### src/rtl/i2s_pkg.sv
// rtl/i2s_pkg.sv - shared types, slot-width constants and helpers for the I2S frame encoder
// Contents:
//   fmt_e      serial format: FMT_I2S (one-bit delay) or FMT_LJ (left-justified)
//   SLOT_W_*   the slot widths the encoder supports
//   clog2      constant-foldable ceiling log2 used to size the bit counter
package i2s_pkg;

  typedef enum logic {
    FMT_I2S = 1'b0,
    FMT_LJ  = 1'b1
  } fmt_e;

  localparam int SLOT_W_16 = 16;
  localparam int SLOT_W_24 = 24;
  localparam int SLOT_W_32 = 32;

  function automatic int clog2(input int value);
    int w;
    w = 0;
    for (int v = value - 1; v > 0; v = v >> 1) w++;
    return w;
  endfunction

endpackage

### src/rtl/i2s_frame_encoder_if.sv
// rtl/i2s_frame_encoder_if.sv - stereo PCM valid/ready handshake into the I2S frame encoder
// Signals:
//   i_valid   frame offered by the producer
//   i_data_l  left sample, DATA_W bits, two's complement
//   i_data_r  right sample, DATA_W bits, two's complement
//   o_ready   encoder holding register is empty
// Modports: master = sample producer, slave = encoder.
interface i2s_frame_encoder_if #(
  parameter int DATA_W = 16
);

  logic              i_valid;
  logic [DATA_W-1:0] i_data_l;
  logic [DATA_W-1:0] i_data_r;
  logic              o_ready;

  modport master (output i_valid, output i_data_l, output i_data_r, input o_ready);
  modport slave  (input i_valid, input i_data_l, input i_data_r, output o_ready);

endinterface

### src/rtl/i2s_frame_buffer.sv
// rtl/i2s_frame_buffer.sv - one-frame holding register with handshake and last-frame copy
// Ports:
//   i_bclk     bit clock, state changes on the falling edge
//   i_rst_x    asynchronous active-low reset
//   i_load     frame load strobe from the encoder (counter wrap edge)
//   s_if       producer handshake (slave side)
//   o_empty    holding register empty at this load: the load is an underrun
//   o_load_l   left sample for the frame being loaded
//   o_load_r   right sample for the frame being loaded
module i2s_frame_buffer
  import i2s_pkg::*;
#(
  parameter int DATA_W        = 16,
  parameter int UNDERRUN_HOLD = 0
) (
  input  logic              i_bclk,
  input  logic              i_rst_x,
  input  logic              i_load,
  i2s_frame_encoder_if.slave s_if,
  output logic              o_empty,
  output logic [DATA_W-1:0] o_load_l,
  output logic [DATA_W-1:0] o_load_r
);

  logic              r_full;
  logic [DATA_W-1:0] r_hold_l;
  logic [DATA_W-1:0] r_hold_r;
  logic [DATA_W-1:0] r_last_l;
  logic [DATA_W-1:0] r_last_r;
  logic              accept;

  assign s_if.o_ready = ~r_full;
  assign o_empty      = ~r_full;
  assign accept       = s_if.i_valid && ~r_full;

  always_comb begin
    o_load_l = '0;
    o_load_r = '0;
    if (r_full) begin
      o_load_l = r_hold_l;
      o_load_r = r_hold_r;
    end else if (UNDERRUN_HOLD != 0) begin
      o_load_l = r_last_l;
      o_load_r = r_last_r;
    end
  end

  // A load drains a full register; when the register is empty at the load,
  // a handshake on that same edge still fills it for the following frame.
  always_ff @(negedge i_bclk or negedge i_rst_x) begin
    if (!i_rst_x) begin
      r_full   <= 1'b0;
      r_hold_l <= '0;
      r_hold_r <= '0;
      r_last_l <= '0;
      r_last_r <= '0;
    end else if (i_load && r_full) begin
      r_full   <= 1'b0;
      r_last_l <= r_hold_l;
      r_last_r <= r_hold_r;
    end else if (accept) begin
      r_full   <= 1'b1;
      r_hold_l <= s_if.i_data_l;
      r_hold_r <= s_if.i_data_r;
    end
  end

endmodule

### src/rtl/i2s_frame_encoder.sv
// rtl/i2s_frame_encoder.sv - parametrised I2S / left-justified serial transmitter (top)
// Optional feature macro: I2S_ENC_UNDERRUN_CNT_EN adds o_underrun_cnt.
// Ports:
//   i_bclk          bit clock; all state changes on the falling edge
//   i_rst_x         asynchronous active-low reset
//   i_fmt           0 = I2S, 1 = left-justified, latched at each frame load
//   s_if            stereo PCM valid/ready handshake (slave side)
//   o_lrclk         word select, 0 = left slot, 1 = right slot
//   o_sdata         serial data, MSB first
//   o_frame_start   one-period pulse in the first period of each frame
//   o_underrun      one-period pulse when a frame loads with no data held
//   o_underrun_cnt  saturating underrun count (macro builds only)
module i2s_frame_encoder
  import i2s_pkg::*;
#(
  parameter int DATA_W        = 16,
  parameter int SLOT_W        = 32,
  parameter int UNDERRUN_HOLD = 0
) (
  input  logic        i_bclk,
  input  logic        i_rst_x,
  input  logic        i_fmt,
  i2s_frame_encoder_if.slave s_if,
  output logic        o_lrclk,
  output logic        o_sdata,
  output logic        o_frame_start,
  output logic        o_underrun
`ifdef I2S_ENC_UNDERRUN_CNT_EN
  ,
  output logic [15:0] o_underrun_cnt
`endif
);

  localparam int FRAME_W = 2 * SLOT_W;
  localparam int CNT_W   = clog2(FRAME_W);
  localparam logic [CNT_W-1:0] CNT_LAST = CNT_W'(FRAME_W - 1);
  localparam logic [CNT_W-1:0] CNT_SLOT = CNT_W'(SLOT_W);

  if (DATA_W < 1 || DATA_W > SLOT_W) begin : g_bad_data_w
    $error("i2s_frame_encoder: DATA_W must be within 1..SLOT_W");
  end
  if (SLOT_W != SLOT_W_16 && SLOT_W != SLOT_W_24 && SLOT_W != SLOT_W_32) begin : g_bad_slot_w
    $error("i2s_frame_encoder: SLOT_W must be 16, 24 or 32");
  end

  logic [CNT_W-1:0]   r_count;
  logic [CNT_W-1:0]   count_next;
  logic               load;
  logic               buf_empty;
  logic [DATA_W-1:0]  buf_l;
  logic [DATA_W-1:0]  buf_r;
  logic [SLOT_W-1:0]  slot_l;
  logic [SLOT_W-1:0]  slot_r;
  logic [FRAME_W-1:0] r_shift;
  logic               r_sdata_dly;
  fmt_e               r_fmt;

  i2s_frame_buffer #(
    .DATA_W        (DATA_W),
    .UNDERRUN_HOLD (UNDERRUN_HOLD)
  ) u_frame_buffer (
    .i_bclk   (i_bclk),
    .i_rst_x  (i_rst_x),
    .i_load   (load),
    .s_if     (s_if),
    .o_empty  (buf_empty),
    .o_load_l (buf_l),
    .o_load_r (buf_r)
  );

  assign load       = (r_count == CNT_LAST);
  assign count_next = load ? '0 : r_count + CNT_W'(1);

  // Samples sit MSB-aligned in their slot with zero padding below.
  assign slot_l = SLOT_W'(buf_l) << (SLOT_W - DATA_W);
  assign slot_r = SLOT_W'(buf_r) << (SLOT_W - DATA_W);

  // LJ drives the shifter MSB directly; I2S uses the one-period delayed copy,
  // so the last right bit of a full-width slot spills into the next frame.
  assign o_sdata = (r_fmt == FMT_LJ) ? r_shift[FRAME_W-1] : r_sdata_dly;

  always_ff @(negedge i_bclk or negedge i_rst_x) begin
    if (!i_rst_x) begin
      r_count       <= '0;
      o_lrclk       <= 1'b0;
      o_frame_start <= 1'b0;
      o_underrun    <= 1'b0;
      r_shift       <= '0;
      r_sdata_dly   <= 1'b0;
      r_fmt         <= FMT_I2S;
    end else begin
      r_count       <= count_next;
      o_lrclk       <= (count_next >= CNT_SLOT);
      o_frame_start <= load;
      o_underrun    <= load && buf_empty;
      r_sdata_dly   <= r_shift[FRAME_W-1];
      if (load) begin
        r_shift <= {slot_l, slot_r};
        r_fmt   <= fmt_e'(i_fmt);
      end else begin
        r_shift <= {r_shift[FRAME_W-2:0], 1'b0};
      end
    end
  end

`ifdef I2S_ENC_UNDERRUN_CNT_EN
  always_ff @(negedge i_bclk or negedge i_rst_x) begin
    if (!i_rst_x) begin
      o_underrun_cnt <= '0;
    end else if (load && buf_empty && o_underrun_cnt != 16'hFFFF) begin
      o_underrun_cnt <= o_underrun_cnt + 16'd1;
    end
  end
`endif

endmodule

### src/flat_wrapper.sv
// flat-port wrapper written by rule: the top's interface ports become plain ports
module i2s_frame_encoder_flat import i2s_pkg::*;
#(
  parameter int DATA_W        = 16,
  parameter int SLOT_W        = 32,
  parameter int UNDERRUN_HOLD = 0
)
  (i_bclk, i_rst_x, i_fmt, o_lrclk, o_sdata, o_frame_start, o_underrun, s_if_i_valid, s_if_i_data_l, s_if_i_data_r, s_if_o_ready);
  i2s_frame_encoder_if #(.DATA_W(DATA_W)) s_if_i ();
  input  logic i_bclk;
  input  logic i_rst_x;
  input  logic i_fmt;
  output logic o_lrclk;
  output logic o_sdata;
  output logic o_frame_start;
  output logic o_underrun;
  input wire logic [$bits(s_if_i.i_valid)-1:0] s_if_i_valid;
  input wire logic [$bits(s_if_i.i_data_l)-1:0] s_if_i_data_l;
  input wire logic [$bits(s_if_i.i_data_r)-1:0] s_if_i_data_r;
  output wire logic [$bits(s_if_i.o_ready)-1:0] s_if_o_ready;
  assign s_if_i.i_valid = s_if_i_valid;
  assign s_if_i.i_data_l = s_if_i_data_l;
  assign s_if_i.i_data_r = s_if_i_data_r;
  assign s_if_o_ready = s_if_i.o_ready;
  i2s_frame_encoder #(.DATA_W(DATA_W), .SLOT_W(SLOT_W), .UNDERRUN_HOLD(UNDERRUN_HOLD)) u_core (.i_bclk(i_bclk), .i_rst_x(i_rst_x), .i_fmt(i_fmt), .s_if(s_if_i), .o_lrclk(o_lrclk), .o_sdata(o_sdata), .o_frame_start(o_frame_start), .o_underrun(o_underrun));
endmodule
### config.mk
export PLATFORM = sky130hd
export DESIGN_NAME = i2s_frame_encoder_flat
export DESIGN_NICKNAME = d
export VERILOG_FILES = /design/src/rtl/i2s_pkg.sv /design/src/rtl/i2s_frame_encoder_if.sv /design/src/rtl/i2s_frame_buffer.sv /design/src/rtl/i2s_frame_encoder.sv /design/src/flat_wrapper.sv
export SDC_FILE = /design/constraint.sdc
export NUM_CORES = 1
export LEC_CHECK = 0
export ABC_AREA = 1
export CAP_MARGIN = 20
export CORE_MARGIN = 3
export CORE_UTILIZATION = 60
export CTS_CLUSTER_DIAMETER = 60
export DETAILED_ROUTE_END_ITERATION = 8
export DONT_BUFFER_PORTS = 1
export MAX_ROUTING_LAYER = met4
export PLACE_DENSITY = 0.78
export SLEW_MARGIN = 20
export SYNTH_ARGS = -nofsm -noshare
export SYNTH_HDL_FRONTEND = slang
export SYNTH_SLANG_ARGS = --single-unit
export TNS_END_PERCENT = 100
### constraint.sdc
create_clock -name i_bclk -period 1.85 [get_ports i_bclk]
set_input_delay 0.37 -clock i_bclk [delete_from_list [all_inputs] [get_ports i_bclk]]
set_output_delay 0.37 -clock i_bclk [all_outputs]
set_load 0.005 [all_outputs]
* Word level (Yosys, flattened, before mapping)
Cells that the tools add are included.
** Operators by class
- $mul :: 0
- $add $sub $neg :: 1
- Mux-type cells :: 7
- Bitwise gates (word level) :: 2
- $lt $le $gt $ge :: 1
- Reductions and logical operators :: 5
- Shift-type cells :: 0
- Equal/unequal tests :: 1
- Divide/modulo/power cells :: 0
** Operators by type and width (count)
- two-way mux 64 bit :: 1
- two-way mux 16 bit :: 2
- adder 6 x 1 -> 6 bit, second input constant :: 1
- == test 6 bit, second input constant :: 1
- greater-or-equal comparator 6 bit, second input constant :: 1
- two-way mux 6 bit :: 1
- logical AND 1 bit :: 3
- two-way mux 1 bit :: 3
- NOT 1 bit :: 2
- AND reduction 2 bit :: 1
- nonzero test 2 bit :: 1
** Storage, ports and cells
- Logic and storage cells :: 27
- Register bits after elaboration :: 108
- RAM bits :: 0
- Memories :: 0
- Bits in read-only memories :: 0
- Input bits :: 36
- Output and inout bits :: 5
- Bits in latches :: 0

* Depth between registers and ports, before layout
Gate-level depths: netlist of run 1.
- Depth after elaboration :: 4
- Gate-level depth with buffers :: 7
- Depth with buffers taken out :: 6

* By module
From an unflattened synthesis of run 1, not the netlist that was laid out.
** Unflattened totals
- Cells, all modules :: 442
- Area total of the unflattened synthesis :: 3993.8 um^2
** Modules (own cells, without submodules)
- i2s_frame_encoder :: cells each 231, seq. area each 1476.4 um^2, instances 1, area each 2273.4 um^2
- i2s_frame_buffer :: cells each 211, seq. area each 825.8 um^2, instances 1, area each 1720.4 um^2

==> impl.org, run 1 <==
** Timing
- Aggregate negative setup slack :: -1220 ps
- Max-slew headroom at the worst pin :: 0.781
- Hold Fails Final Rpt :: 0
- Slew of the pin with the lowest slew margin :: 328 ps
- In the post-route analysis, the smallest setup slack over all paths is -359 ps.
- Setup repair after global routing could not meet its margin everywhere.
- Pins over their slew limit :: 0
- On the final layout, the worst clock skew is around 7.5 ps.
- Setup violations remaining at the end of the flow were counted as 5.

** Detailed routing
- Using the TritonRoute via totals, the vias-per-cell ratio works out to 4.85.
- 1st-pass router iterations :: 4
- Wires add up to 6.20 mm.
- Number of routed nets with antenna violations :: 0
- In this run, the number of DRC markers left after iteration 0 of detailed routing was about 140.
- In the final routed layout, each cell accounts on average for around 12 µm.
- In the routed design, unresolved DRC markers number 0.
- The routed layout has ~2500 vias.

** Logic synthesis
- For this run, the number of Yosys warnings is 0.
- Synthesis produced 438 cells.
- Syn_area_per_cell :: around 8.7 µm²
- Sequential-to-total area share from yosys stat :: 0.607
- Post-synth cell types :: 18
- Area of the mapped netlist :: around 3800 µm²
- The synthesized design contains a little over 90 register bits.
- Net count of the mapped netlist :: ~480

** Placed design
- The HPWL after detailed placement is 3.88 mm.
- Count of port buffers added during placement :: 0
- Cell area after placement :: 3800 µm²
- The number of placed instances, taps included, is 498.
- Routability-driven placement finished with a final weighted congestion of a little under 0.8.

** Power and ir drop
- Across the VDD grid, the largest voltage drop is ~0.75 mV.
- Summed over all cells, the static leakage comes to roughly 2.4 nW.
- Overall power consumption after layout is estimated at 3.33 mW.
- Power spread over the standard cell area amounts to between 800 and 900 nW/µm².

** CTS
- Worst-path clk slew :: 60 ps
- The H-tree generated during clock tree synthesis spans 3 levels.
- The clock passes through at most 2 buffers.
- Clock insertion delay at the later pin of the skew report :: around 340 ps
- CTS tree :: done
- Root buffer cell :: sky130_fd_sc_hd__clkbuf_8
- Buffers inserted during clock tree synthesis total 9.
- CTS Sinks :: between 90 and 100

** Final layout
- Final non-filler cell total :: ~500
- In the layout the commonest cells are sky130_fd_sc_hd__nand2_1, sky130_fd_sc_hd__dfrtn_1, sky130_fd_sc_hd__inv_1.
- Layout Nets :: about 470
- Antenna Diode Count :: 0
- Leaving out fill and tap cells, the most frequent cell in the layout is sky130_fd_sc_hd__nand2_1.
- Share of cells above drive strength 1 :: 0.0886
- Post-layout instance area :: around 4000 µm²
- Area added between synthesis and finish :: 5.31%

** Floorplanning
- Measured along the y axis, the die boundary spans 85.5 µm.
- Die footprint :: ~7300 µm²
- DIE WIDTH :: roughly 86 µm
- Initial cell density of the core :: 0.630
- Site Rows :: 28
- Area of the core :: around 6000 µm²
- Top-level port count :: a little over 40

** GRT
- In the global route stage, overall resource usage came out at 0.201.
- First-pass GRT wire length :: about 11 mm
- The number of global-route vias before repair came to between 2000 and 2500.
- Number of antenna violations at the first check in global routing :: 0
- Summed over all layers, the global routing overflow is 0.
- Entering global routing, the biggest net connects 93 pins.

** Worst setup path
- Critical path peak fanout :: 2
- STA classifies the critical path startpoint as a register.
- The critical path is of the register to output port type.
- Req. time, crit path :: ~1500 ps
- Data arrival time of the worst path :: about 1800 ps
- The worst setup path is captured at an output port.

** Hold path
- The min-delay analysis places its worst path in the category register to register.

** Run
- The tool flagged a number of max-cap violations equal to 0.

** Status
- The checks that failed: negative setup slack.
- Run status :: finished with violations
sequential cells by signal (all words and copies together), names as in the netlist:
signal,flops
u_core.u_frame_buffer.r_hold_r,16
u_core.o_frame_start,1
u_core.o_lrclk,1
u_core.r_count,6
u_core.r_sdata_dly,1
u_core.o_underrun,1
u_core.u_frame_buffer.r_hold_l,16
u_core.u_frame_buffer.r_full,1
u_core.r_shift,48
u_core.r_fmt,1
final cells by class:
type	count	area, µm²
repair buffers	8	72.6
clock inverters	6	63.8
well taps	75	93.8
fillers	533	2030
multi-input cells	270	1130
clock buffers	10	128
flip-flops and latches	92	2300
inverters	54	205
critical path: stages (launching register included):
cell	delay [ps]
sky130_fd_sc_hd__dfrtn_1	430
sky130_fd_sc_hd__inv_2	40
sky130_fd_sc_hd__nand2_1	50
sky130_fd_sc_hd__nand2_1	60
cell usage after synthesis:
cell / count / area (µm²)
sky130_fd_sc_hd__buf_12: 1 / 20.0
sky130_fd_sc_hd__buf_2: 9 / 45.0
sky130_fd_sc_hd__buf_4: 1 / 7.51
sky130_fd_sc_hd__buf_6: 6 / 67.6
sky130_fd_sc_hd__clkbuf_1: 5 / 18.8
sky130_fd_sc_hd__dfrtn_1: 92 / 2300
sky130_fd_sc_hd__ha_1: 1 / 12.5
sky130_fd_sc_hd__inv_1: 53 / 199
sky130_fd_sc_hd__inv_2: 1 / 3.75
sky130_fd_sc_hd__nand2_1: 195 / 732
sky130_fd_sc_hd__nand2_2: 11 / 68.8
sky130_fd_sc_hd__nand3_1: 34 / 170
sky130_fd_sc_hd__nand3_2: 1 / 10.0
sky130_fd_sc_hd__nor2_1: 22 / 82.6
sky130_fd_sc_hd__nor2_2: 1 / 6.26
sky130_fd_sc_hd__nor2_8: 1 / 20.0
sky130_fd_sc_hd__o21ai_0: 2 / 10.0
sky130_fd_sc_hd__xor2_1: 2 / 17.5
per-layer routing:
| layer | track usage | wire length [µm] | part of all wire |
|---|---|---|---|
| met1 | 0.271 | 2980 | 0.48 |
| met2 | 0.297 | 2850 | 0.46 |
| met3 | 0.0711 | 297 | 0.048 |
| met4 | 0.0475 | 69 | 0.011 |
| met5 | - | 0 | 0 |
worst paths after layout:
check,to,start,cells past startpoint,slack [ps]
worst max register to register,u_core.r_shift[29],u_core.r_count[0],6,210
worst min register to register,u_core.r_sdata_dly,u_core.r_shift[63],0,320
worst min-delay path,u_core.r_sdata_dly,u_core.r_shift[63],0,320
worst max-delay path,o_sdata,u_core.r_fmt,3,-360
max in group asynchronous,u_core.u_frame_buffer.r_hold_l[11],i_rst_x,0,1150
min in group asynchronous,u_core.u_frame_buffer.r_hold_r[8],i_rst_x,0,530
where the power goes:
group / switching, mW / total (mW) / internal [mW]
clock: 0.680 / 1.31 / 0.625
combinational: 0 / 0.000360 / 0.000359
sequential: 0 / 2.02 / 2.02
stage by stage:
step	utilization	hold slack [ps]	worst slack, ps
CTS	0.662	325	-366
finish	0.663	322	-359
global route	0.663	329	-403
detailed placement	0.630	323	-34.2
floorplan	-	313	-107
global placement	0.630	326	17.3
what timing repair did:
action                     4_1_cts  5_1_grt
setup endpoints to repair        5        5
hold buffers                     0        0
setup buffers                    0        1
gates resized for setup          0        1
cells by family (layout without fill, tap and decap cells):
kind of cell | Yosys count | after routing | share of synthesized area
DFF | 92 | 92 | 0.607
and+or+nand+nor | 265 | 265 | 0.287
xor gates and xnor gates | 2 | 2 | 0.00462
buffers and inverters | 76 | 78 | 0.0953
adders and majority gates | 1 | 1 | 0.00330
AOI/OAI and AO/OA | 2 | 2 | 0.00264
(Power assumes the default switching activity.)
==> inputs of run 2 (changes only) <==
Settings changed: PLACE_DENSITY 0.78 to 0.86, REMOVE_ABC_BUFFERS from default to 1.
==> run 2 against run 1 <==
Compared with the run above:
- the flow still finishes with violations (negative setup slack)
- cell count unchanged
- die area unchanged
- clock power decreased by 7%
- critical path depth unchanged
- critical path type unchanged
==> impl.org, run 2 (same netlist as run 1, synthesis figures left out) <==
** CTS
- The deepest clock path buffer count is 2 (unchanged).
- The root cell of the clock tree is sky130_fd_sc_hd__clkbuf_8 (unchanged).
- The clock-pin slew of the registers on the worst-case setup and hold paths was 50 ps (was 60 ps).
- CTS Sinks :: 92 (unchanged)
- The worst-skew pair later-pin latency was 330 ps (was 340 ps).
- The number of H-tree levels came to 3 (unchanged).
- The total setup buffers inserted after CTS is 0 (unchanged).
- CTS tree :: done (unchanged)
- CTS hold repair buffers :: 0 (unchanged)
- Number of buffers created by CTS :: 9 (unchanged)

** Floorplanning
- The standard-cell row count came to 28 (unchanged).
- DIE WIDTH :: 85.5 µm (unchanged)
- Top-level port count :: 41 (unchanged)
- Area of the core :: 6030 µm² (unchanged)
- Initial cell density of the core :: 0.630 (unchanged)
- The die outline height came to 85.5 µm (unchanged).
- Die footprint :: 7310 µm² (unchanged)

** Detailed routing
- Average routed wire per standard cell :: 11.9 µm (was 12.0 µm)
- The length of the first detailed-routing pass in iterations is 4 (unchanged).
- The number of nets still failing antenna checks after routing came to 0 (unchanged).
- Detailed Route WL :: 6.15 mm (was 6.20 mm)
- DRT iter0 DRCs :: 129 (was 139)
- The total via count after detailed routing came to 2548 (was 2499).
- Via density per instance :: 4.95 (was 4.85)
- The final routed DRC violation total is 0 (unchanged).

** Final layout
- FF+latch area :: 2300 µm² (unchanged)
- Area added between synthesis and finish :: 5.31% (unchanged)
- Number of fill cells in the layout :: 500 (was 533)
- The final design instance area without fill was 4000 µm² (unchanged).
- The fraction of layout instances using a drive strength above 1 came to 0.0841 (was 0.0886).
- The count of inserted antenna diode cells is 0 (unchanged).
- Largest regs: u_core.r_shift: 48 flops, u_core.u_frame_buffer.r_hold_l: 16 flops, u_core.u_frame_buffer.r_hold_r: 16 flops (unchanged).
- The register bank with the most flops is u_core.r_shift (unchanged).
- Final non-filler cell total :: 515 (unchanged)
- Most used cells in the layout excluding fill and tap cells :: sky130_fd_sc_hd__nand2_1, sky130_fd_sc_hd__dfrtn_1, sky130_fd_sc_hd__inv_1 (unchanged)
- Max reg flops :: 48 (unchanged)
- The leading cell type in the layout, fill and taps excluded is sky130_fd_sc_hd__nand2_1 (unchanged).
- The combined area of the multi-input logic cells is 1130 µm² (unchanged).
- Layout Nets :: 472 (unchanged)

** GRT
- Gr usage total :: 0.197 (was 0.201)
- The number of global-route vias before repair came to 2551 (was 2427).
- The residual overflow from global routing is 0 (unchanged).
- Number of antenna violations at the first check in global routing :: 0 (unchanged)
- The first-pass GRT wire length was 10.9 mm (was 11.2 mm).
- Largest net degree at the start of global routing :: 93 (unchanged)

** Status
- Run status: finished with violations (unchanged).
- Violated checks: negative setup slack (unchanged).

** Worst setup path
- Data arrival time of the worst path :: 1830 ps (was 1840 ps)
- Nature of the critical path endpoint :: output port (unchanged)
- Type of the worst setup path :: register to output port (unchanged)
- R2R setup slack :: 340 ps (was 210 ps)
- Crit path launch type :: register (unchanged)
- The startpoint of the worst-slack reg-to-reg timing path was u_core.r_count[0] (unchanged).
- Launching instance or port of the critical path :: u_core.r_fmt (unchanged)
- Critical path peak fanout :: 2 (unchanged)
- The data required time at the worst endpoint is 1480 ps (about the same).

** Placed design
- The number of placed cells counting well taps was 499 (was 498).
- The post-detailed-placement cell area was 3810 µm² (was 3800 µm²).
- The global placer's final weighted congestion was 0.778 (was 0.773).
- Count of port buffers added during placement :: 0 (unchanged)
- The detailed placer's ending HPWL was 3.79 mm (was 3.88 mm).

** Power and ir drop
- The maximum VDD drop was 0.418 mV (was 0.747 mV).
- Static Leak :: 2.42 nW (about the same)
- Cell area power density :: 812 nW/µm² (was 833 nW/µm²)

** Timing
- The worst-case setup margin in the final layout was -354 ps (was -359 ps).
- The tightest slew margin relative to the limit was 0.780 (was 0.781).
- The final hold violation count is 0 (unchanged).
- Setup violators final :: 5 (unchanged)
- Slew of the pin with the lowest slew margin :: 330 ps (was 328 ps)
- The max-slew violation count came to 0 (unchanged).
- Unrepaired setup endpoints after global routing: yes (unchanged).
- Skew final :: 5.26 ps (was 7.46 ps)

** Hold path
- Hold_sp :: u_core.r_shift[63] (unchanged)
- The type of the tightest min-delay check is register to register (unchanged).

** Run
- The number of max-capacitance violations reported came to 0 (unchanged).
-- run 2: cell types whose count changed in the layout (fill, tap and decap cells not counted) --
cell	delta
sky130_fd_sc_hd__clkbuf_8	+3
sky130_fd_sc_hd__clkinv_2	-1
sky130_fd_sc_hd__inv_2	+1
sky130_fd_sc_hd__buf_12	+1
sky130_fd_sc_hd__inv_4	-1
sky130_fd_sc_hd__inv_6	-1
sky130_fd_sc_hd__clkinvlp_4	-2
sky130_fd_sc_hd__buf_4	-1
sky130_fd_sc_hd__bufinv_16	-1
sky130_fd_sc_hd__clkbuf_1	+2
-- run 2: timing repair --
action                                  CTS  global route
gates resized for setup                   0             1
endpoints found under the setup margin    5             5
hold endpoints to repair                  0             0
cloned                                    0             0
-- run 2: path summary, 6_finish.rpt --
check,endpoint,cells after the start
worst max-delay path,o_sdata,3
worst min-delay path,u_core.r_sdata_dly,0
worst max register to register,u_core.r_count[3],5
worst min register to register,u_core.r_sdata_dly,0
max in group asynchronous,u_core.u_frame_buffer.r_hold_r[15],0
min in group asynchronous,u_core.o_frame_start,0
-- run 2: where the power goes --
part	internal [mW]	total [mW]	switching (mW)
Clock	0.599	1.22	0.625
Combinational	0.000359	0.000360	0
Sequential	2.02	2.02	0
Total	2.62	3.24	0.625
-- run 2: cell type report --
class / count / share of cell area
Multi-Input combinational cell: 270 / 0.283
Clock buffer: 15 / 0.0442
Sequential cell: 92 / 0.576
Tap cell: 75 / 0.0235
Inverter: 54 / 0.0507
Clock inverter: 1 / 0.00125
Timing Repair Buffer: 8 / 0.0213
-- run 2: critical path, stage by stage, from the launching register on --
cell	delay (ps)
sky130_fd_sc_hd__dfrtn_1	420
sky130_fd_sc_hd__inv_2	40
sky130_fd_sc_hd__nand2_1	50
sky130_fd_sc_hd__nand2_1	60
-- run 2: layer usage --
metal,vias to the layer above,wire length (µm),GRT usage,share of wire
met5,-,0,-,0
met4,0,144,0.0993,0.023
met2,56,3100,0.327,0.50
li1,1278,-,-,-
met3,14,262,0.0346,0.043
met1,1200,2640,0.230,0.43
-- run 2: metrics by stage --
stage	utilization	setup TNS, ps	worst slack (ps)	hold WS [ps]	power, mW
after detailed placement	0.633	-57.4	-16.4	327	2.06
after floorplan	-	-7980	-651	313	2.06
final	0.663	-1180	-354	325	3.24
after CTS	0.663	-1260	-378	329	3.28
after global routing	0.663	-1320	-406	345	3.37
after global placement	0.633	0	13.6	323	2.06
==> inputs of run 3 (changes only) <==
Settings changed: CORE_UTILIZATION 60 to 50, PLACE_DENSITY 0.86 to 0.75.
==> run 3 against run 2 <==
Compared with the run above:
- the flow still finishes with violations (negative setup slack)
- power increased by 6.1%
- clock skew is 0.87 ps higher
- clock power up 16%
- global-route usage shrank 3.3 points
- flip-flop and latch count stayed put
- count of clock-buffer cells in the layout down 3
- utilization decreased by 10 points
- first-iteration DRC count increased by 47%
- sequential share of layout area shrank 1.1 points
- hold slack improved by 2.2 ps
- wire length hardly changed
- worst setup slack improved by 8.8 ps
- largest power group unchanged
==> impl.org, run 3 (same netlist as run 1, synthesis figures left out) <==
** CTS
- The total clock buffers created by CTS is 9 (unchanged).
- CTS tree :: done (unchanged)
- The clock sink count came to 92 (unchanged).
- Quantity of gates resized following cts :: 0 (unchanged)
- The root cell of the clock tree was sky130_fd_sc_hd__clkbuf_8 (unchanged).
- Clock insertion delay at the later pin of the skew report :: 330 ps (about the same)
- Max H-tree Level :: 3 (unchanged)
- Worst-path clk slew :: 60 ps (was 50 ps)
- Maximum clock insertion buffer count :: 2 (unchanged)

** Floorplanning
- Floorplan die height :: 93.1 µm (was 85.5 µm)
- Site Rows :: 31 (was 28)
- The die span in x came to 93.1 µm (was 85.5 µm).
- The top-level I/O count was 41 (unchanged).
- The die area came to 8670 µm² (was 7310 µm²).
- The core footprint came to 7290 µm² (was 6030 µm²).
- The effective utilization at floorplan was 0.520 (was 0.630).

** Final layout
- The leading cell type in the layout, fill and taps excluded is sky130_fd_sc_hd__nand2_1 (unchanged).
- The flip-flop count of the largest register, all copies and words added is 48 (unchanged).
- The area growth from synthesis to layout came to 7.32% (was 5.31%).
- Most used cells in the layout excluding fill and tap cells :: sky130_fd_sc_hd__nand2_1, sky130_fd_sc_hd__dfrtn_1, sky130_fd_sc_hd__inv_1 (unchanged)
- Antenna Diode Count :: 0 (unchanged)
- The number of nets in the layout came to 473 (was 472).
- The fraction of layout instances using a drive strength above 1 was 0.0907 (was 0.0841).
- Core Util, Final :: 0.558 (was 0.663)
- Largest regs :: u_core.r_shift: 48 flops, u_core.u_frame_buffer.r_hold_l: 16 flops, u_core.u_frame_buffer.r_hold_r: 16 flops (unchanged)
- Register with the most flip-flops :: u_core.r_shift (unchanged)

** Worst setup path
- Critical path peak fanout :: 2 (unchanged)
- Req. time, crit path :: 1480 ps (about the same)
- The critical path data arrival time was 1830 ps (about the same).
- The critical path endpoint category is an output port (unchanged).
- CP cell instances: inv_1 > nand2_1 > nand2_1 (was inv_2 > nand2_1 > nand2_1).
- The worst stage delay on the critical path came to 410 ps (was 420 ps).
- Crit path launch type :: register (unchanged)
- Type of the worst setup path :: register to output port (unchanged)
- The cell with the largest stage delay on the worst path is sky130_fd_sc_hd__dfrtn_1 (unchanged).
- R2R setup slack :: 330 ps (was 340 ps)
- The cell type with the highest occurrence count on the critical path was sky130_fd_sc_hd__nand2_1 (unchanged).

** Detailed routing
- Via density per instance :: 4.59 (was 4.95)
- Number of vias in the routed layout :: 2481 (was 2548)
- The number of nets still failing antenna checks after routing is 0 (unchanged).
- DRT iter0 DRCs :: 189 (was 129)
- The final routed DRC violation total was 0 (unchanged).
- 1st-pass router iterations :: 4 (unchanged)
- The wire length per cell after detailed routing was 11.4 µm (was 11.9 µm).
- Detailed Route WL :: 6.15 mm (about the same)

** GRT
- First-pass GRT wire length :: 10.8 mm (was 10.9 mm)
- The combined global-route utilization of all metal layers is 0.163 (was 0.197).
- Residual overflow from global routing :: 0 (unchanged)
- The pin count of the biggest net entering global routing is 93 (unchanged).
- The initial antenna violation count is 0 (unchanged).
- The number of global-route vias before repair was 2427 (was 2551).

** Placed design
- The port buffer count is 0 (unchanged).
- GP Congestion :: 0.765 (was 0.778)
- DP Wirelength :: 3.92 mm (was 3.79 mm)

** Run
- The number of max-capacitance violations reported was 0 (unchanged).

** Timing
- The tightest slew margin relative to the limit came to 0.779 (was 0.780).
- The final hold violation count was 0 (unchanged).
- The worst clock skew on the final layout came to 6.13 ps (was 5.26 ps).
- Pins over their slew limit :: 0 (unchanged)
- Setup slack of the critical path after layout :: -345 ps (was -354 ps)
- The transition time of the tightest slew-check pin was 331 ps (was 330 ps).
- Unrepaired setup endpoints after global routing: yes (unchanged).
- Setup violators final :: 5 (unchanged)

** Status
- Run status :: finished with violations (unchanged)
- Violated checks: negative setup slack (unchanged).

** Power and ir drop
- Post-layout total power :: 3.44 mW (was 3.24 mW)
- Worst vdd ir :: 0.474 mV (was 0.418 mV)
- Static Leak :: 2.45 nW (was 2.42 nW)
- Cell area power density :: 845 nW/µm² (was 812 nW/µm²)

** Hold path
- Hold/Removal Path Class :: register to register (unchanged)
==> run 3: final cells by class <==
cell class / instances / area (µm²)
Tap cell: 99 / 124
Clock buffer: 12 / 165
Timing Repair Buffer: 9 / 92.6
Inverter: 54 / 203
Multi-Input combinational cell: 270 / 1130
Fill cell: 680 / 3220
Clock inverter: 4 / 55.1
Sequential cell: 92 / 2300
==> run 3: final timing paths <==
check,start,depth (start not counted),end
hold reg to reg,u_core.r_shift[63],0,u_core.r_sdata_dly
max in group asynchronous,i_rst_x,0,u_core.r_shift[18]
min in group asynchronous,i_rst_x,0,u_core.r_shift[35]
hold / removal,u_core.r_shift[63],0,u_core.r_sdata_dly
setup reg to reg,u_core.r_count[0],5,u_core.r_shift[38]
setup / recovery,u_core.r_fmt,3,o_sdata
==> run 3: metal layers <==
layer / share of wire / global-route usage / vias up / wire length [µm]
li1: - / - / 1284 / -
met1: 0.46 / 0.197 / 1136 / 2840
met2: 0.48 / 0.272 / 55 / 2970
met3: 0.046 / 0.0507 / 6 / 284
met4: 0.0085 / 0.0379 / 0 / 52
met5: 0 / - / - / 0
==> run 3: stage by stage <==
stage               hold slack, ps  setup WS, ps  instance area [µm²]  instances  setup TNS (ps)
floorplan                      313          -651                 3630        416           -7980
global placement               324          4.57                 3840        523               0
detailed placement             333         -29.9                 3840        523            -340
CTS                            333          -357                 4060        539           -1250
global route                   340          -391                 4070        540           -1360
finish                         327          -345                 4070        540           -1170
==> run 3: repair_timing <==
item	4_1_cts	5_1_grt
hold buffers	0	0
pin swaps	0	0
setup buffers	0	1
setup endpoints to repair	5	5
==> run 3: worst max-delay path: cells and delay by family, from the launching register on <==
family,cells,cell delay (ps)
flip-flops,1,410
buffers and inverters,1,50
AND/OR/NAND/NOR,2,110
==> run 3: report_power, final <==
| group | leakage, nW | switching, mW | internal [mW] |
|---|---|---|---|
| clock network | 0.109 | 0.679 | 0.743 |
| logic | 1.08 | 0 | 0.000359 |
| registers | 1.26 | 0 | 2.02 |
| total | 2.45 | 0.679 | 2.76 |
